## src/rtl/mean_shift_mul_arbiter.sv

```systemverilog
// Round-robin arbiter sharing one pipelined unsigned multiplier between
// N_REQ requesters. A shadow pipeline carries each product's owner ID
// alongside the multiplier. A result that its owner does not accept
// freezes the whole multiplier through mul_ce.
module mean_shift_mul_arbiter #(
   parameter int unsigned N_REQ       = 2,
   parameter int unsigned ID_W        = 1,
   parameter int unsigned MUL_LATENCY = 3,
   parameter int unsigned DIN_W       = 16,
   parameter int unsigned DOUT_W      = 19
) (
   input  logic                   clk,
   input  logic                   reset_n,
   input  logic [N_REQ-1:0]       req_valid,
   output logic [N_REQ-1:0]       req_ready,
   input  logic [N_REQ*DIN_W-1:0] req_a,
   input  logic [N_REQ*DIN_W-1:0] req_b,
   output logic [N_REQ-1:0]       rsp_valid,
   input  logic [N_REQ-1:0]       rsp_ready,
   output logic [DOUT_W-1:0]      rsp_data,
   output logic                   mul_ce,
   output logic [DIN_W-1:0]       mul_din0,
   output logic [DIN_W-1:0]       mul_din1,
   input  logic [DOUT_W-1:0]      mul_dout,
   output logic [ID_W+1:0]        inflight
);

   logic [ID_W-1:0]        ptr;
   logic [ID_W-1:0]        winner;
   logic                   found;
   logic                   stall;
   logic                   issue;
   logic                   retire;
   logic                   tail_vld;
   logic [ID_W-1:0]        tail_id;
   logic [MUL_LATENCY-1:0] pipe_vld;
   logic [ID_W-1:0]        pipe_id [MUL_LATENCY];

   // The tail stage lines up with mul_dout.
   assign tail_vld = pipe_vld[MUL_LATENCY-1];
   assign tail_id  = pipe_id[MUL_LATENCY-1];

   // An unaccepted result freezes the entire multiplier, so every other requester waits too.
   assign stall    = tail_vld && !rsp_ready[tail_id];
   assign retire   = tail_vld &&  rsp_ready[tail_id];
   assign mul_ce   = !stall;

   // Grants are held off while reset is asserted so no handshake is seen.
   assign issue    = found && !stall && reset_n;

   assign rsp_data = mul_dout;

   // Round-robin search: the first valid requester at or after ptr, wrapping around.
   always_comb begin
      int unsigned idx;
      found  = 1'b0;
      winner = '0;
      idx    = 0;
      for (int unsigned k = 0; k < N_REQ; k++) begin
         idx = 32'(ptr) + k;
         if (idx >= N_REQ) begin
            idx = idx - N_REQ;
         end
         if (!found && req_valid[idx[ID_W-1:0]]) begin
            found  = 1'b1;
            winner = idx[ID_W-1:0];
         end
      end
   end

   // Only the winner sees ready. It drops while the pipe is stalled.
   always_comb begin
      req_ready = '0;
      if (issue) begin
         req_ready[winner] = 1'b1;
      end
   end

   // Operand steering. With no winner this falls back to requester 0, which is harmless because stage 0 loads vld=0.
   always_comb begin
      mul_din0 = req_a[DIN_W-1:0];
      mul_din1 = req_b[DIN_W-1:0];
      for (int unsigned i = 0; i < N_REQ; i++) begin
         if (winner == ID_W'(i)) begin
            mul_din0 = req_a[i*DIN_W +: DIN_W];
            mul_din1 = req_b[i*DIN_W +: DIN_W];
         end
      end
   end

   // Result valid is routed straight from the tail stage to its owner.
   always_comb begin
      rsp_valid = '0;
      for (int unsigned i = 0; i < N_REQ; i++) begin
         rsp_valid[i] = tail_vld && (tail_id == ID_W'(i));
      end
   end

   // Shadow pipeline of {vld, id}. It advances in lockstep with the multiplier's ce.
   always_ff @(posedge clk or negedge reset_n) begin
      if (!reset_n) begin
         pipe_vld <= '0;
         for (int unsigned s = 0; s < MUL_LATENCY; s++) begin
            pipe_id[s] <= '0;
         end
      end else if (mul_ce) begin
         pipe_vld[0] <= issue;
         pipe_id[0]  <= winner;
         for (int unsigned s = 1; s < MUL_LATENCY; s++) begin
            pipe_vld[s] <= pipe_vld[s-1];
            pipe_id[s]  <= pipe_id[s-1];
         end
      end
   end

   // On each issue, the round-robin pointer moves to the requester just after the winner.
   always_ff @(posedge clk or negedge reset_n) begin
      if (!reset_n) begin
         ptr <= '0;
      end else if (issue) begin
         if (winner == ID_W'(N_REQ - 1)) begin
            ptr <= '0;
         end else begin
            ptr <= winner + ID_W'(1);
         end
      end
   end

   // Count of products issued but not yet retired.
   always_ff @(posedge clk or negedge reset_n) begin
      if (!reset_n) begin
         inflight <= '0;
      end else begin
         case ({issue, retire})
            2'b10:   inflight <= inflight + (ID_W+2)'(1);
            2'b01:   inflight <= inflight - (ID_W+2)'(1);
            default: inflight <= inflight;
         endcase
      end
   end

endmodule

```

## config.mk

```make
export PLATFORM = sky130hd
export DESIGN_NAME = mean_shift_mul_arbiter
export DESIGN_NICKNAME = d
export VERILOG_FILES = /design/src/rtl/mean_shift_mul_arbiter.sv
export SDC_FILE = /design/constraint.sdc
export NUM_CORES = 1
export LEC_CHECK = 0
export CORE_MARGIN = 3
export CORE_UTILIZATION = 26
export CTS_CLUSTER_SIZE = 30
export DETAILED_ROUTE_END_ITERATION = 10
export PLACE_DENSITY = 0.88
export SLEW_MARGIN = 20
export SYNTH_ARGS = -nofsm -noshare
export SYNTH_HDL_FRONTEND = slang
export SYNTH_SLANG_ARGS = --single-unit
```

## constraint.sdc

```tcl
create_clock -name clk -period 3.3 [get_ports clk]
set_clock_uncertainty 0.1 [all_clocks]
set_input_delay 0.66 -clock clk [delete_from_list [all_inputs] [get_ports clk]]
set_output_delay 0.66 -clock clk [all_outputs]
set_load 0.1 [all_outputs]
```

Yosys cells after proc, flatten, opt, wreduce, memory -nomap -nowiden
Cells that the tools add are included.
{"block": "op_classes", "addsub": 6, "multipliers": 0, "div": 0, "n_lt_le_gt_ge": 7, "n_eq_ne": 2, "shifts": 0, "n_mux": 19, "bitwise_logic": 1, "reduce_logical": 12}
{"op": "two-way mux 16 bit", "count": 2}
{"op": "two-way mux 1 bit", "count": 14}
{"op": "logical AND 1 bit", "count": 8}
{"op": "less-than comparator 1 x 2 -> 1 bit (second input constant)", "count": 4}
{"op": "case mux 3 bit (2 select lines)", "count": 1}
{"op": "adder 3 x 1 -> 3 bit (second input constant)", "count": 1}
{"op": "zero test 1 bit", "count": 3}
{"op": "subtractor 3 x 1 -> 3 bit (second input constant)", "count": 1}
{"op": "adder 1 x 1 -> 2 bit (second input constant)", "count": 1}
{"op": "== test 2 x 1 -> 1 bit (second input constant)", "count": 1}
{"op": "== test 2 bit (second input constant)", "count": 1}
{"op": ">= comparator 1 x 2 -> 1 bit (second input constant)", "count": 1}
{"op": ">= comparator 2 bit (second input constant)", "count": 1}
{"op": "two-way mux 2 bit", "count": 1}
{"op": "nonzero test 2 bit", "count": 1}
{"op": "subtractor 1 bit (second input constant)", "count": 2}
{"op": "adder 1 bit (second input constant)", "count": 1}
{"op": "demux 1 bit (select 1 bit)", "count": 1}
{"op": ">= comparator 1 bit (second input constant)", "count": 1}
{"op": "NOT 1 bit", "count": 1}
{"block": "word_totals", "ff_bits": 10, "latch_bits": 0, "mem_bits_rw": 0, "mem_bits_ro": 0, "inputBits": 89, "out_inout_bits": 59, "wordCells": 53, "memories": 0}

Longest topological paths before layout
{"block": "logic_depth", "word_depth": 13, "ltp_mapped": 7, "ltp_nobuf": 7}

Worst setup path before layout
No wires, ideal clock.
{"block": "synth_path", "path_type": "input to output", "from": "input rsp_ready[0]", "to": "output req_ready[0]", "t_arrival_ps": 2442, "slack_ps": 98, "cell_stages": 3, "n_path_buf": 0, "path_cell_list": "mux2_4 -> o221ai_2 -> a21oi_1"}
{"block": "synth_between", "elab_chain_len": 8}
{"element": "from (decl)", "line_no": "19", "source": "input logic [N_REQ-1:0] rsp_ready,"}
{"element": "two-way mux 1 bit (implied by the code) (2 in series)", "line_no": "44", "source": "assign stall = tail_vld && !rsp_ready[tail_id];"}
{"element": "zero test 1 bit", "line_no": "44"}
{"element": "logical AND 1 bit", "line_no": "44"}
{"element": "zero test 1 bit", "line_no": "49", "source": "assign issue = found && !stall && reset_n;"}
{"element": "logical AND 1 bit (2 in series)", "line_no": "49"}
{"element": "two-way mux 2 bit", "line_no": "74", "source": "if (issue) begin"}
{"element": "to (decl)", "line_no": "15", "source": "output logic [N_REQ-1:0] req_ready,"}
Every way passes these cells. The select of a mux whose other input is x is not followed.

Worst setup path in the final report
{"block": "layout_path", "from": "input req_valid[0]", "to": "output mul_din1[12]"}
{"block": "layout_between", "elab_chain_len": 7, "word_cells_on_any_way": 10, "classes_between": "mux: 8; reduce/logical: 2"}
{"element": "from (decl)", "line_no": "14", "source": "input logic [N_REQ-1:0] req_valid,"}
{"element": "two-way mux 1 bit (implied by the code) (2 in series)", "line_no": "64", "source": "if (!found && req_valid[idx[ID_W-1:0]]) begin"}
{"element": "two-way mux 1 bit", "line_no": "64"}
{"element": "zero test 1 bit", "line_no": "64"}
{"element": "logical AND 1 bit", "line_no": "64"}
{"element": "two-way mux 1 bit (*)", "line_no": "64"}
{"element": "two-way mux 16 bit (*)", "line_no": "84", "source": "if (winner == ID_W'(i)) begin"}
{"element": "to (decl)", "line_no": "23", "source": "output logic [DIN_W-1:0] mul_din1,"}
Every way passes the cells marked *; elsewhere a longest branch is shown, timed or not. The select of a mux whose other input is x is not followed.

==> metrics.yaml <==
clock_tree:
  tritoncts: "built"
  cts_max_level: 1
  root_buffer: "clkbuf_8"
  clk_path_buf_depth: 2
  cts_resized: 0
  post_cts_buffers: 0
  clkTransAtPathRegs_ns: 0.05
  cts_hold_buf: 0
  cts_sinks: 10
  cts_made_buffers: 3
  clk-insertion-delay-late_ns: 0.23
worst_setup_path:
  rrSetupSlack_ns: 1.10
  crit_type: "input pin to primary output"
  r2r_start: "tail_id$_DFFE_PN0N_"
  required_ns: 2.54
  worstReg2RegEnd: "inflight[1]$_DFFE_PN0P_"
  worstSetupStartpointType: "input pin"
  crit_arrival_ns: 2.25
  crit_path_end_kind: "primary output"
  crit_fanout: 34
  reg2regPathDepth: 5
drt:
  drtAntennaViolNets: 0
  finalWirelength_mm: 3.94
  route.detailed.drc: 0
  via_count: 1062
  routedWlPerCell_um: 16.6
  firstDrtPassIters: 2
  viasPerCell: 4.48
  drtIter0Drc: 56
yosys:
  synth_top_cell_by_area: "mux2_2"
  syn_area_um2: 1060
  avgSynthCellArea_um2: 10.9
  yosysUniqueCellTypes: 27
  synth_area_leaders: "mux2_2 (37%), dfrtp_1 (24%), buf_4 (13%), buf_6 (3.2%), fa_1 (1.9%)"
  synth.yosys.seq_area_share_pct: 23.6
  syn_nets: 188
  ys_seq_elements: 10
  syn_inst: 97
  ys_warn_count: 0
  yosysTopAreaCellShare_pct: 37.2
timing:
  fin_crit_ns: 3.01
  max_freq_mhz: 332
  fin_ws_ns: 0.287
  tns_ns: 0
  rsz0062_at_grt: "no"
  setup_viol: 0
  drv_slew: 0
  worst_hold_slack_ns: 0.369
  min_period_over_period_pct: 91.3
  hold_viol_final: 0
  worstMarginPinSlew_ns: 0.454
  slew_headroom_pct: 69.7
global_routing:
  antenna_found_initial: 0
  grt_max_degree: 35
  overflow: 0
  grt_pass1_vias: 1120
  gr-usage-all-layers_pct: 16.2
  grt_pass1_wl_mm: 6.22
cells_and_area:
  layout_common_cells: "clkdlybuf4s50_1 (69), mux2_2 (35), buf_12 (35)"
  area_growth_pct: 130
  fin_util_pct: 64.1
  final_area_um2: 2430
  drive_above_1_share_pct: 46.0
  nFillCells: 291
  nets: 281
  final_common_cell: "clkdlybuf4s50_1"
  antenna_cells: 0
floorplan:
  die_area_um2: 4880
  initial_core_util_pct: 27.9
  ios: 148
  core_um2: 3800
  die_h_um: 69.8
  num_rows: 22
  die_w_um: 69.8
hold_path:
  hold_end: "pipe_vld[2]$_DFFE_PN0N_"
  hp-start: "pipe_vld[1]$_DFFE_PN0N_"
  hp-class: "flop to flop"
  holdPathStages: 1
placed_design:
  io_buffers: 109
  pre_cts_ws_ns: 0.278
  placed_cell_area_um2: 2380
  hpwl_mm: 3.37
  place_congestion: 0.735
power:
  irDropWorstVdd_uv: 381
  power.density_nw_per_um2: 766
  p_leak_uw: 0.00103
flow_run:
  maxCapViolCount: 0
run_status:
  outcome: "finished, final reports clean"
-- area by class of cell --
type	count	area, um^2	area share (%)
Multi-Input combinational cell	61	616	25.3
Tap cell	48	60.1	2.47
Sequential cell	10	250	10.3
Timing Repair Buffer	110	1440	59.0
Clock buffer	4	55.1	2.26
Inverter	4	17.5	0.719
-- sequential cells by signal, summed over array words and instances, names as in the netlist --
name and flops:
inflight 3, pipe_vld 3, pipe_id 2, ptr 1
tail_id 1
-- synthesized netlist by cell type --
cell,count
mux2_2,35
buf_4,19
dfrtp_1,10
nor2_1,4
buf_6,3
inv_1,3
nand3_1,2
xnor2_1,2
a21boi_0,1
a21oi_1,1
a22o_1,1
a31oi_1,1
and2_2,1
fa_1,1
ha_1,1
inv_4,1
mux2_4,1
mux2i_1,1
nand2_1,1
nand2_4,1
nand2b_1,1
nand2b_2,1
nor2_8,1
o21ai_0,1
o221ai_2,1
o31ai_1,1
xor2_1,1
-- worst max-delay path by stage --
| stage | start | endpoint | slack [ns] | cells past startpoint |
|---|---|---|---|---|
| after global placement | req_valid[0] | mul_din1[13] | 0.30 | 5 |
| after detailed placement | req_valid[0] | mul_din1[8] | 0.28 | 5 |
| after floorplan | rsp_ready[0] | req_ready[0] | 0.1 | 3 |
| after global routing | req_valid[0] | mul_din1[8] | 0.22 | 5 |
| final | req_valid[0] | mul_din1[12] | 0.29 | 5 |
| after CTS | req_valid[0] | mul_din1[8] | 0.27 | 5 |
-- stage by stage --
stage               cells  total power, uW
floorplan              97             1350
global placement      233             1700
detailed placement    233             1720
CTS                   237             1880
global route          237             1930
finish                237             1860
-- power breakdown --
group          internal, uW  switching (uW)  leakage, uW
Combinational           531             945     0.000880
Clock                   105            47.8    0.0000288
Sequential              184            51.0     0.000121
Total                   820            1040      0.00103
-- worst max-delay path, stage by stage --
cell	delay, ns
clkdlybuf4s50_1	0.51
nand2b_2	0.10
nand2_4	0.36
mux2_2	0.43
buf_12	0.17
-- kinds of logic (layout without fill, tap and decap cells) --
logic type                 count (synthesis)  count (layout)  share of synthesized area, %
DFF                                       10              10                          23.6
and+or+nand+nor                           12              12                          7.79
xor gates and xnor gates                   3               3                          2.48
adders and majority gates                  2               2                          3.07
buffers and inverters                     26             118                          18.3
AOI/OAI and AO/OA                          7               7                          5.19
muxes                                     37              37                          39.6
-- metal layers --
layer  share of wire [%]  vias to the layer above  wire length, um  GRT usage [%]
met5                   0                        -                0              0
met4                0.81                        0               32           3.62
met3                 8.3                        4              325           5.22
met2                  54                       56             2110           30.1
met1                  37                      491             1470           17.7
li1                    -                      511                -              -
Note: power is estimated with default switching activity, not from simulation.
